### src/rtl/dmem_arbiter_if.sv
// rtl/dmem_arbiter_if.sv - request, response and memory-side signal bundle for dmem_arbiter
interface dmem_arbiter_if;
  logic        req_valid0, req_ready0, req_read0, req_write0;
  logic [63:0] req_addr0, req_wdata0;
  logic        req_valid1, req_ready1, req_read1, req_write1;
  logic [63:0] req_addr1, req_wdata1;
  logic        resp_valid0, resp_err0;
  logic [63:0] resp_rdata0;
  logic        resp_valid1, resp_err1;
  logic [63:0] resp_rdata1;
  logic        mem_read, mem_write;
  logic [63:0] mem_addr, mem_wdata, mem_rdata;

  modport slave (
    input  req_valid0, req_read0, req_write0, req_addr0, req_wdata0,
    input  req_valid1, req_read1, req_write1, req_addr1, req_wdata1,
    output req_ready0, req_ready1,
    output resp_valid0, resp_err0, resp_rdata0,
    output resp_valid1, resp_err1, resp_rdata1,
    output mem_read, mem_write, mem_addr, mem_wdata,
    input  mem_rdata
  );

  modport master (
    output req_valid0, req_read0, req_write0, req_addr0, req_wdata0,
    output req_valid1, req_read1, req_write1, req_addr1, req_wdata1,
    input  req_ready0, req_ready1,
    input  resp_valid0, resp_err0, resp_rdata0,
    input  resp_valid1, resp_err1, resp_rdata1,
    input  mem_read, mem_write, mem_addr, mem_wdata,
    output mem_rdata
  );
endinterface

### src/rtl/dmem_arbiter.sv
// rtl/dmem_arbiter.sv - shares the single-port data memory between the pipeline (port 0) and loader (port 1)
module dmem_arbiter #(
  parameter int MEM_LATENCY  = 1,
  parameter int STARVE_LIMIT = 4,
  parameter int MEM_BYTES    = 1024
) (
  input logic           clk,
  input logic           reset,
  dmem_arbiter_if.slave bus
);
  localparam int CW = $clog2(STARVE_LIMIT + 1);
  localparam int LW = (MEM_LATENCY > 1) ? $clog2(MEM_LATENCY) : 1;
  localparam logic [63:0]   ADDR_MAX   = 64'(MEM_BYTES - 8);
  localparam logic [CW-1:0] STARVE_MAX = CW'(STARVE_LIMIT);
  localparam logic [LW-1:0] WAIT_INIT  = LW'(MEM_LATENCY - 1);

  typedef enum logic [1:0] {IDLE, BUSY, RESP} state_t;
  state_t state, state_nxt;

  logic [CW-1:0] starve_cnt;
  logic [LW-1:0] wait_cnt;
  logic          port_q, err_q;
  logic          mem_read_q, mem_write_q;
  logic [63:0]   mem_addr_q, mem_wdata_q, rdata0_q, rdata1_q;

  logic          grant1, accept, ready0, ready1, resp_v0, resp_v1;
  logic          sel_read, sel_write, sel_legal;
  logic [63:0]   sel_addr, sel_wdata;

  // Port 1 wins when port 0 is idle or has been served STARVE_LIMIT times in a row.
  assign grant1    = bus.req_valid1 && (!bus.req_valid0 || starve_cnt == STARVE_MAX);
  assign sel_read  = grant1 ? bus.req_read1  : bus.req_read0;
  assign sel_write = grant1 ? bus.req_write1 : bus.req_write0;
  assign sel_addr  = grant1 ? bus.req_addr1  : bus.req_addr0;
  assign sel_wdata = grant1 ? bus.req_wdata1 : bus.req_wdata0;
  assign sel_legal = (sel_read != sel_write) && (sel_addr[2:0] == 3'b000) && (sel_addr <= ADDR_MAX);

  always_ff @(posedge clk or posedge reset) begin
    if (reset) state <= IDLE;
    else       state <= state_nxt;
  end

  always_comb begin
    state_nxt = state;
    ready0    = 1'b0;
    ready1    = 1'b0;
    case (state)
      IDLE: begin
        ready1 = !reset && grant1;
        ready0 = !reset && !grant1 && bus.req_valid0;
        if (ready0 || ready1) state_nxt = sel_legal ? BUSY : RESP;
      end
      BUSY:    if (wait_cnt == '0) state_nxt = RESP;
      RESP:    state_nxt = IDLE;
      default: state_nxt = IDLE;
    endcase
  end

  assign accept = ready0 || ready1;

  always_ff @(posedge clk or posedge reset) begin
    if (reset) begin
      starve_cnt  <= '0;
      wait_cnt    <= '0;
      port_q      <= 1'b0;
      err_q       <= 1'b0;
      mem_read_q  <= 1'b0;
      mem_write_q <= 1'b0;
      mem_addr_q  <= '0;
      mem_wdata_q <= '0;
      rdata0_q    <= '0;
      rdata1_q    <= '0;
    end else begin
      case (state)
        IDLE: if (accept) begin
          port_q <= ready1;
          err_q  <= !sel_legal;
          if (ready0 && bus.req_valid1) begin
            if (starve_cnt != STARVE_MAX) starve_cnt <= starve_cnt + CW'(1);
          end else begin
            starve_cnt <= '0;
          end
          // Rejected requests never reach the memory bus; they only zero the response data.
          if (sel_legal) begin
            mem_addr_q  <= sel_addr;
            mem_wdata_q <= sel_wdata;
            mem_read_q  <= sel_read;
            mem_write_q <= sel_write;
            wait_cnt    <= WAIT_INIT;
          end else if (ready1) begin
            rdata1_q <= '0;
          end else begin
            rdata0_q <= '0;
          end
        end
        BUSY: begin
          mem_write_q <= 1'b0;
          if (wait_cnt != '0) begin
            wait_cnt <= wait_cnt - LW'(1);
          end else begin
            mem_read_q <= 1'b0;
            if (port_q) rdata1_q <= mem_read_q ? bus.mem_rdata : '0;
            else        rdata0_q <= mem_read_q ? bus.mem_rdata : '0;
          end
        end
        default: ;
      endcase
    end
  end

  assign resp_v0 = (state == RESP) && !port_q;
  assign resp_v1 = (state == RESP) && port_q;

  assign bus.req_ready0  = ready0;
  assign bus.req_ready1  = ready1;
  assign bus.resp_valid0 = resp_v0;
  assign bus.resp_valid1 = resp_v1;
  assign bus.resp_err0   = resp_v0 && err_q;
  assign bus.resp_err1   = resp_v1 && err_q;
  assign bus.resp_rdata0 = rdata0_q;
  assign bus.resp_rdata1 = rdata1_q;
  assign bus.mem_read    = mem_read_q;
  assign bus.mem_write   = mem_write_q;
  assign bus.mem_addr    = mem_addr_q;
  assign bus.mem_wdata   = mem_wdata_q;
endmodule

### src/flat_wrapper.sv
// flat-port wrapper written by rule: the top's interface ports become plain ports
module dmem_arbiter_flat 
#(
  parameter int MEM_LATENCY  = 1,
  parameter int STARVE_LIMIT = 4,
  parameter int MEM_BYTES    = 1024
)
  (clk, reset, bus_req_valid0, bus_req_read0, bus_req_write0, bus_req_addr0, bus_req_wdata0, bus_req_valid1, bus_req_read1, bus_req_write1, bus_req_addr1, bus_req_wdata1, bus_req_ready0, bus_req_ready1, bus_resp_valid0, bus_resp_err0, bus_resp_rdata0, bus_resp_valid1, bus_resp_err1, bus_resp_rdata1, bus_mem_read, bus_mem_write, bus_mem_addr, bus_mem_wdata, bus_mem_rdata);
  dmem_arbiter_if bus_i ();
  input logic clk;
  input logic reset;
  input wire logic [$bits(bus_i.req_valid0)-1:0] bus_req_valid0;
  input wire logic [$bits(bus_i.req_read0)-1:0] bus_req_read0;
  input wire logic [$bits(bus_i.req_write0)-1:0] bus_req_write0;
  input wire logic [$bits(bus_i.req_addr0)-1:0] bus_req_addr0;
  input wire logic [$bits(bus_i.req_wdata0)-1:0] bus_req_wdata0;
  input wire logic [$bits(bus_i.req_valid1)-1:0] bus_req_valid1;
  input wire logic [$bits(bus_i.req_read1)-1:0] bus_req_read1;
  input wire logic [$bits(bus_i.req_write1)-1:0] bus_req_write1;
  input wire logic [$bits(bus_i.req_addr1)-1:0] bus_req_addr1;
  input wire logic [$bits(bus_i.req_wdata1)-1:0] bus_req_wdata1;
  output wire logic [$bits(bus_i.req_ready0)-1:0] bus_req_ready0;
  output wire logic [$bits(bus_i.req_ready1)-1:0] bus_req_ready1;
  output wire logic [$bits(bus_i.resp_valid0)-1:0] bus_resp_valid0;
  output wire logic [$bits(bus_i.resp_err0)-1:0] bus_resp_err0;
  output wire logic [$bits(bus_i.resp_rdata0)-1:0] bus_resp_rdata0;
  output wire logic [$bits(bus_i.resp_valid1)-1:0] bus_resp_valid1;
  output wire logic [$bits(bus_i.resp_err1)-1:0] bus_resp_err1;
  output wire logic [$bits(bus_i.resp_rdata1)-1:0] bus_resp_rdata1;
  output wire logic [$bits(bus_i.mem_read)-1:0] bus_mem_read;
  output wire logic [$bits(bus_i.mem_write)-1:0] bus_mem_write;
  output wire logic [$bits(bus_i.mem_addr)-1:0] bus_mem_addr;
  output wire logic [$bits(bus_i.mem_wdata)-1:0] bus_mem_wdata;
  input wire logic [$bits(bus_i.mem_rdata)-1:0] bus_mem_rdata;
  assign bus_i.req_valid0 = bus_req_valid0;
  assign bus_i.req_read0 = bus_req_read0;
  assign bus_i.req_write0 = bus_req_write0;
  assign bus_i.req_addr0 = bus_req_addr0;
  assign bus_i.req_wdata0 = bus_req_wdata0;
  assign bus_i.req_valid1 = bus_req_valid1;
  assign bus_i.req_read1 = bus_req_read1;
  assign bus_i.req_write1 = bus_req_write1;
  assign bus_i.req_addr1 = bus_req_addr1;
  assign bus_i.req_wdata1 = bus_req_wdata1;
  assign bus_req_ready0 = bus_i.req_ready0;
  assign bus_req_ready1 = bus_i.req_ready1;
  assign bus_resp_valid0 = bus_i.resp_valid0;
  assign bus_resp_err0 = bus_i.resp_err0;
  assign bus_resp_rdata0 = bus_i.resp_rdata0;
  assign bus_resp_valid1 = bus_i.resp_valid1;
  assign bus_resp_err1 = bus_i.resp_err1;
  assign bus_resp_rdata1 = bus_i.resp_rdata1;
  assign bus_mem_read = bus_i.mem_read;
  assign bus_mem_write = bus_i.mem_write;
  assign bus_mem_addr = bus_i.mem_addr;
  assign bus_mem_wdata = bus_i.mem_wdata;
  assign bus_i.mem_rdata = bus_mem_rdata;
  dmem_arbiter #(.MEM_LATENCY(MEM_LATENCY), .STARVE_LIMIT(STARVE_LIMIT), .MEM_BYTES(MEM_BYTES)) u_core (.clk(clk), .reset(reset), .bus(bus_i));
endmodule
### config.mk
export PLATFORM = sky130hd
export DESIGN_NAME = dmem_arbiter_flat
export DESIGN_NICKNAME = d
export VERILOG_FILES = /design/src/rtl/dmem_arbiter_if.sv /design/src/rtl/dmem_arbiter.sv /design/src/flat_wrapper.sv
export SDC_FILE = /design/constraint.sdc
export NUM_CORES = 1
export LEC_CHECK = 0
export BUFFER_PORTS_ARGS = -buffer_cell sky130_fd_sc_hd__buf_2
export CAP_MARGIN = 20
export CORE_AREA = 2 2 231 233
export DETAILED_ROUTE_END_ITERATION = 12
export DIE_AREA = 0 0 233 235
export GPL_ROUTABILITY_DRIVEN = 0
export PLACE_DENSITY_LB_ADDON = 0.08
export SETUP_SLACK_MARGIN = 0.5
export SYNTH_ARGS = -nofsm -noshare
export SYNTH_HDL_FRONTEND = slang
export SYNTH_SLANG_ARGS = --single-unit
### constraint.sdc
create_clock -name clk -period 26 [get_ports clk]
set_clock_uncertainty 0.05 [all_clocks]
set_input_delay 5.2 -clock clk [delete_from_list [all_inputs] [get_ports clk]]
set_output_delay 5.2 -clock clk [all_outputs]
set_load 0.005 [all_outputs]
; Word level (Yosys, flattened, before mapping)
; Cells that the tools add are included.
[classes]
n_addsub = 2
n_reduce_logical = 30
order_cmp = 1
n_eq_ne = 15
n_mux = 36
[ops]
columns = cell, count
row1 = $mux W64, 13
row2 = $pmux W64 S2, 2
row3 = $le A64 B10 Y1 const B, 1
row4 = $mux W1, 12
row5 = $reduce_and A6 Y1, 2
row6 = $logic_and A1 B1 Y1, 11
row7 = $ne A2 B1 Y1 const B, 5
row8 = $ne A2 B2 Y1 const B, 5
row9 = $reduce_and A3 Y1, 3
row10 = $mux W2, 3
row11 = $mux W3, 2
row12 = $pmux W1 S2, 3
row13 = $logic_not A1 Y1, 5
row14 = $pmux W2 S2, 1
row15 = $reduce_and A2 Y1, 2
row16 = $reduce_and A4 Y1, 1
row17 = $add A3 B1 Y3 const B, 1
row18 = $eq A3 B3 Y1 const B, 1
row19 = $logic_not A3 Y1, 1
row20 = $logic_or A1 B1 Y1, 3
row21 = $ne A3 B3 Y1 const B, 1
row22 = $eq A2 B1 Y1 const B, 1
row23 = $eq A2 B2 Y1 const B, 1
row24 = $logic_not A2 Y1, 1
row25 = other kinds (3), 3
[totals]
word_cells = 95
reg_bits = 266

; Logic depth before layout (Yosys ltp)
[depth]
depth_word = 10
depth_mapped = 9

; Worst setup path after synthesis
; OpenSTA, ideal clock, no wires.
[synth_path]
kind = input to register
from = input port reset
to = register u_core.rdata0_q[0] (netlist: u_core.bus.resp_rdata0[0])
stages = 7
setup_time_ns = 0.130
t_required_ns = 25.820
slack_ns = 13.781
arrival_ns = 12.038
path_cell_list = inv_1 o2111ai_1 a21o_1 buf_1 clkbuf_1 a22oi_1 o21ai_0
[synth_between]
elab_chain_len = 7
elab_cells_between_ends = 10
classes_between = eq/ne: 2 / mux: 2 / reduce/logical: 6
[synth_rtl]
columns = element, line
row1 = start: declaration, flat_wrapper.sv:11  ; input logic reset;
row2 = $logic_not A1 Y1 (no source line) (*), n/a
row3 = $logic_and A1 B1 Y1 (2 in series), dmem_arbiter.sv:50  ; ready0 = !reset && !grant1 && bus.req_valid0;
row4 = $mux W1, dmem_arbiter.sv:47  ; case (state)
row5 = $logic_or A1 B1 Y1, dmem_arbiter.sv:59  ; assign accept = ready0 || ready1;
row6 = $ne A2 B1 Y1 (no source line), n/a
row7 = $reduce_and A6 Y1 (no source line) (*), n/a
row8 = end signal: assignment, dmem_arbiter.sv:103  ; else rdata0_q <= mem_read_q ? bus.mem_rdata : '0;
row9 = end: declaration, dmem_arbiter.sv:24  ; logic [63:0] mem_addr_q, mem_wdata_q, rdata0_q, rdata1_q;
; Mark *: on every way between the ends. The rest lies on a longest branch, timed or not.
; A chain may end at the register's enable or synchronous reset.

; Worst setup path after layout
[layout_path]
from = input port bus_req_valid0
to = output port bus_req_ready1
[layout_between]
elab_chain_len = 5
[layout_rtl]
columns = element, line
row1 = start: declaration, flat_wrapper.sv:12  ; input wire logic [$bits(bus_i.req_valid0)-1:0] bus_req_valid0;
row2 = $logic_not A1 Y1, dmem_arbiter.sv:31  ; assign grant1 = bus.req_valid1 && (!bus.req_valid0 || starve_cnt == STARVE_MAX);
row3 = $logic_or A1 B1 Y1, dmem_arbiter.sv:31
row4 = $logic_and A1 B1 Y1, dmem_arbiter.sv:31
row5 = $logic_and A1 B1 Y1, dmem_arbiter.sv:49  ; ready1 = !reset && grant1;
row6 = $mux W1, dmem_arbiter.sv:47
row7 = end: declaration, flat_wrapper.sv:23  ; output wire logic [$bits(bus_i.req_ready1)-1:0] bus_req_ready1;
; Every way passes these cells.

==> results.json <==
{
  "outcome": "complete, no violations",
  "routed_wire_length_per_instance_um": 21.0,
  "die_y_um": 235,
  "synth-seq-area-share": 0.552,
  "arrival_ns": 6.89,
  "layout_common_cells": "591 x sky130_fd_sc_hd__buf_2, 265 x sky130_fd_sc_hd__dfrtp_1, 114 x sky130_fd_sc_hd__mux2_2",
  "fillerInstances": 5409,
  "cts-resized-gates": 0,
  "grt_pass1_wl_um": 71200,
  "synthesis_warning_total": 0,
  "slew_violations": 0,
  "post_synth_instance_area_sq_mm": 0.0120,
  "syn_avg_cell_area_sq_um": 11.6,
  "count_of_distinct_cell_types_in_the_synthesized_netlist": 35,
  "cp_max_fo": 66,
  "flow.area_growth_from_synthesis_pct": 40.5,
  "drt_first_iter_violations": 619,
  "floorplan.core_area_sq_mm": 0.0522,
  "drt-pass1-iter-count": 7,
  "timing.max_cap.violations": 0,
  "detailed_route_wire_length_um": 48500,
  "cts_hold_repair.buffers": 0,
  "synth_seq_cells": 265,
  "postRouteAntennaNets": 0,
  "setup_repair_after_global_routing_missed_its_margin": "no",
  "ctsLongestPathBuffers": 3,
  "power.total_mw": 0.978,
  "ys_dominant_reg_cell": "sky130_fd_sc_hd__dfrtp_1",
  "worst_setup_hold_path_clk_slew_ns": 0.06,
  "number_of_nets_in_the_final_layout": 1923,
  "layout_commonest_cell": "sky130_fd_sc_hd__buf_2",
  "post_cts.repair.setup_buffers": 0,
  "vias": 10500,
  "max_clock_freq_mhz": 82.4,
  "cts-htree-levels": 2,
  "syn_inst": 1039,
  "dpl_cell_area_sq_mm": 0.0157,
  "die_width_um": 233,
  "boundaryPins": 592,
  "grt_max_degree": 144,
  "insertion_delay_ns": 0.53,
  "vdd_drop_max_mv": 0.0331,
  "initial_core_utilization": 0.230,
  "gr-usage-all-layers": 0.173,
  "maxSlewHeadroom": 0.273,
  "postLayoutCellArea_sq_mm": 0.0169,
  "setup-tns-final_ns": 0,
  "setup_viol_count_final": 0,
  "portBuffers": 591,
  "vias_cell": 4.52,
  "synth-async-reset-ratio": 1.00,
  "cts_tree": "done",
  "tightestPinTransition_ns": 1.09,
  "cts_buffers": 35,
  "drt_drc_violations_left": 0,
  "cts.root.buffer_cell": "sky130_fd_sc_hd__clkbuf_16",
  "grt_antenna_before_repair": 19,
  "setup_crit_start_kind": "input pin",
  "placementRows": 84,
  "finalHoldViolations": 0,
  "place_hpwl_um": 33900,
  "power_density_mw_per_mm2": 58.0,
  "total_leakage_power_nw": 8.68,
  "timing.hold.ws_ns": 0.426,
  "layout-drive-gt1-share": 0.504,
  "clock_sinks": 265,
  "min_period_ns": 12.14,
  "globalRouteOverflowTotal": 0,
  "synth_fp_nets": 1369,
  "worst_ep_required_time_ns": 20.75,
  "synth-edff-count": 0,
  "crit_type": "input pin to output pin",
  "grt_pass1_vias": 10600,
  "critical_path.endpoint_type": "output pin",
  "fin_crit_sh": 0.467,
  "hold_path.class": "register to register",
  "die_area_sq_mm": 0.0548
}
==> metal layers <==
| metal | global-route usage | up-vias | wire length (um) |
|---|---|---|---|
| met5 | 0 | - | 133 |
| met4 | 0.0550 | 22 | 1160 |
| met3 | 0.0576 | 75 | 3880 |
| met2 | 0.286 | 340 | 23300 |
| met1 | 0.212 | 5100 | 20000 |
| li1 | - | 4920 | - |
==> critical path: stages <==
cell and delay [ns]:
sky130_fd_sc_hd__buf_2 0.12, sky130_fd_sc_hd__a21bo_2 0.29, sky130_fd_sc_hd__nand3_2 0.08, sky130_fd_sc_hd__buf_4 0.64, sky130_fd_sc_hd__inv_1 0.31, sky130_fd_sc_hd__buf_2 0.22
==> cells by family (layout without fill, tap and decap cells) <==
family / Yosys count / count (layout) / synth area share
compound gates: 273 / 273 / 0.164
buf+inv: 158 / 737 / 0.0513
xor+xnor: 2 / 2 / 0.00146
mux: 146 / 146 / 0.146
fa+ha+maj: 2 / 2 / 0.00208
simple gates: 193 / 193 / 0.0835
other cells: 0 / 8 / 0
flops: 265 / 265 / 0.552
==> path summary, 6_finish.rpt <==
path                                    startpoint                        to  slack, ns  cells after the start
max in group asynchronous                    reset  u_core.bus.mem_wdata[36]      19.71                      3
hold reg to reg            u_core.bus.mem_addr[11]   u_core.bus.mem_addr[11]       0.43                      1
min in group asynchronous                    reset           u_core.state[1]       4.74                      2
setup reg to reg              u_core.starve_cnt[0]  u_core.bus.mem_wdata[45]      21.48                     11
setup / recovery                    bus_req_valid0            bus_req_ready1      13.86                      6
hold / removal             u_core.bus.mem_addr[11]   u_core.bus.mem_addr[11]       0.43                      1
==> per-stage QoR <==
stage | instances | utilization | worst slack (ns)
floorplan | 1039 | - | 13.43
global placement | 2244 | 0.300 | 13.81
detailed placement | 2244 | 0.300 | 13.79
CTS | 2306 | 0.323 | 13.79
global route | 2308 | 0.323 | 13.73
finish | 2314 | 0.323 | 13.86
==> power breakdown <==
part	total (mW)	switching (mW)	leakage (nW)	internal, mW
logic	0.0628	0.0329	4.40	0.0299
clock network	0.501	0.190	0.588	0.310
registers	0.415	0.00124	3.68	0.414
total	0.978	0.224	8.68	0.754
==> area by class of cell <==
| class | instances | area, sq um | area share |
|---|---|---|---|
| Antenna cell | 8 | 20.0 | 0.00119 |
| Clock inverter | 6 | 80.1 | 0.00474 |
| Multi-Input combinational cell | 616 | 4840 | 0.287 |
| Timing Repair Buffer | 604 | 3070 | 0.182 |
| Inverter | 71 | 274 | 0.0162 |
| Tap cell | 688 | 861 | 0.0510 |
| Clock buffer | 56 | 1110 | 0.0656 |
| Sequential cell | 265 | 6630 | 0.393 |
==> registers in the layout (all words and copies together), names as in the netlist <==
signal	cells
u_core.state	2
u_core.err_q	1
u_core.starve_cnt	3
u_core.port_q	1
u_core.bus.mem_addr	64
u_core.bus.resp_rdata1	64
u_core.bus.resp_rdata0	64
u_core.bus.mem_write	1
u_core.bus.mem_wdata	64
u_core.bus.mem_read	1
==> synth_stat cells (3+ instances only) <==
cell type | instances | area share
sky130_fd_sc_hd__and3_1 | 5 | 0.0026
sky130_fd_sc_hd__clkbuf_1 | 75 | 0.023
sky130_fd_sc_hd__o21ai_0 | 69 | 0.029
sky130_fd_sc_hd__nor2_1 | 7 | 0.0022
sky130_fd_sc_hd__mux2_4 | 30 | 0.037
sky130_fd_sc_hd__inv_1 | 71 | 0.022
sky130_fd_sc_hd__nand2_1 | 73 | 0.023
sky130_fd_sc_hd__dfrtp_1 | 265 | 0.55
sky130_fd_sc_hd__nor4_1 | 24 | 0.012
sky130_fd_sc_hd__mux2_2 | 114 | 0.11
sky130_fd_sc_hd__nand3_1 | 3 | 0.0012
sky130_fd_sc_hd__and2_1 | 60 | 0.031
sky130_fd_sc_hd__buf_6 | 3 | 0.0028
sky130_fd_sc_hd__a22oi_1 | 66 | 0.041
sky130_fd_sc_hd__nand4_1 | 8 | 0.0042
sky130_fd_sc_hd__nor3_1 | 8 | 0.0033
sky130_fd_sc_hd__buf_1 | 8 | 0.0025
sky130_fd_sc_hd__o31ai_1 | 65 | 0.041
sky130_fd_sc_hd__a32oi_1 | 64 | 0.047
(Power assumes the default switching activity.)
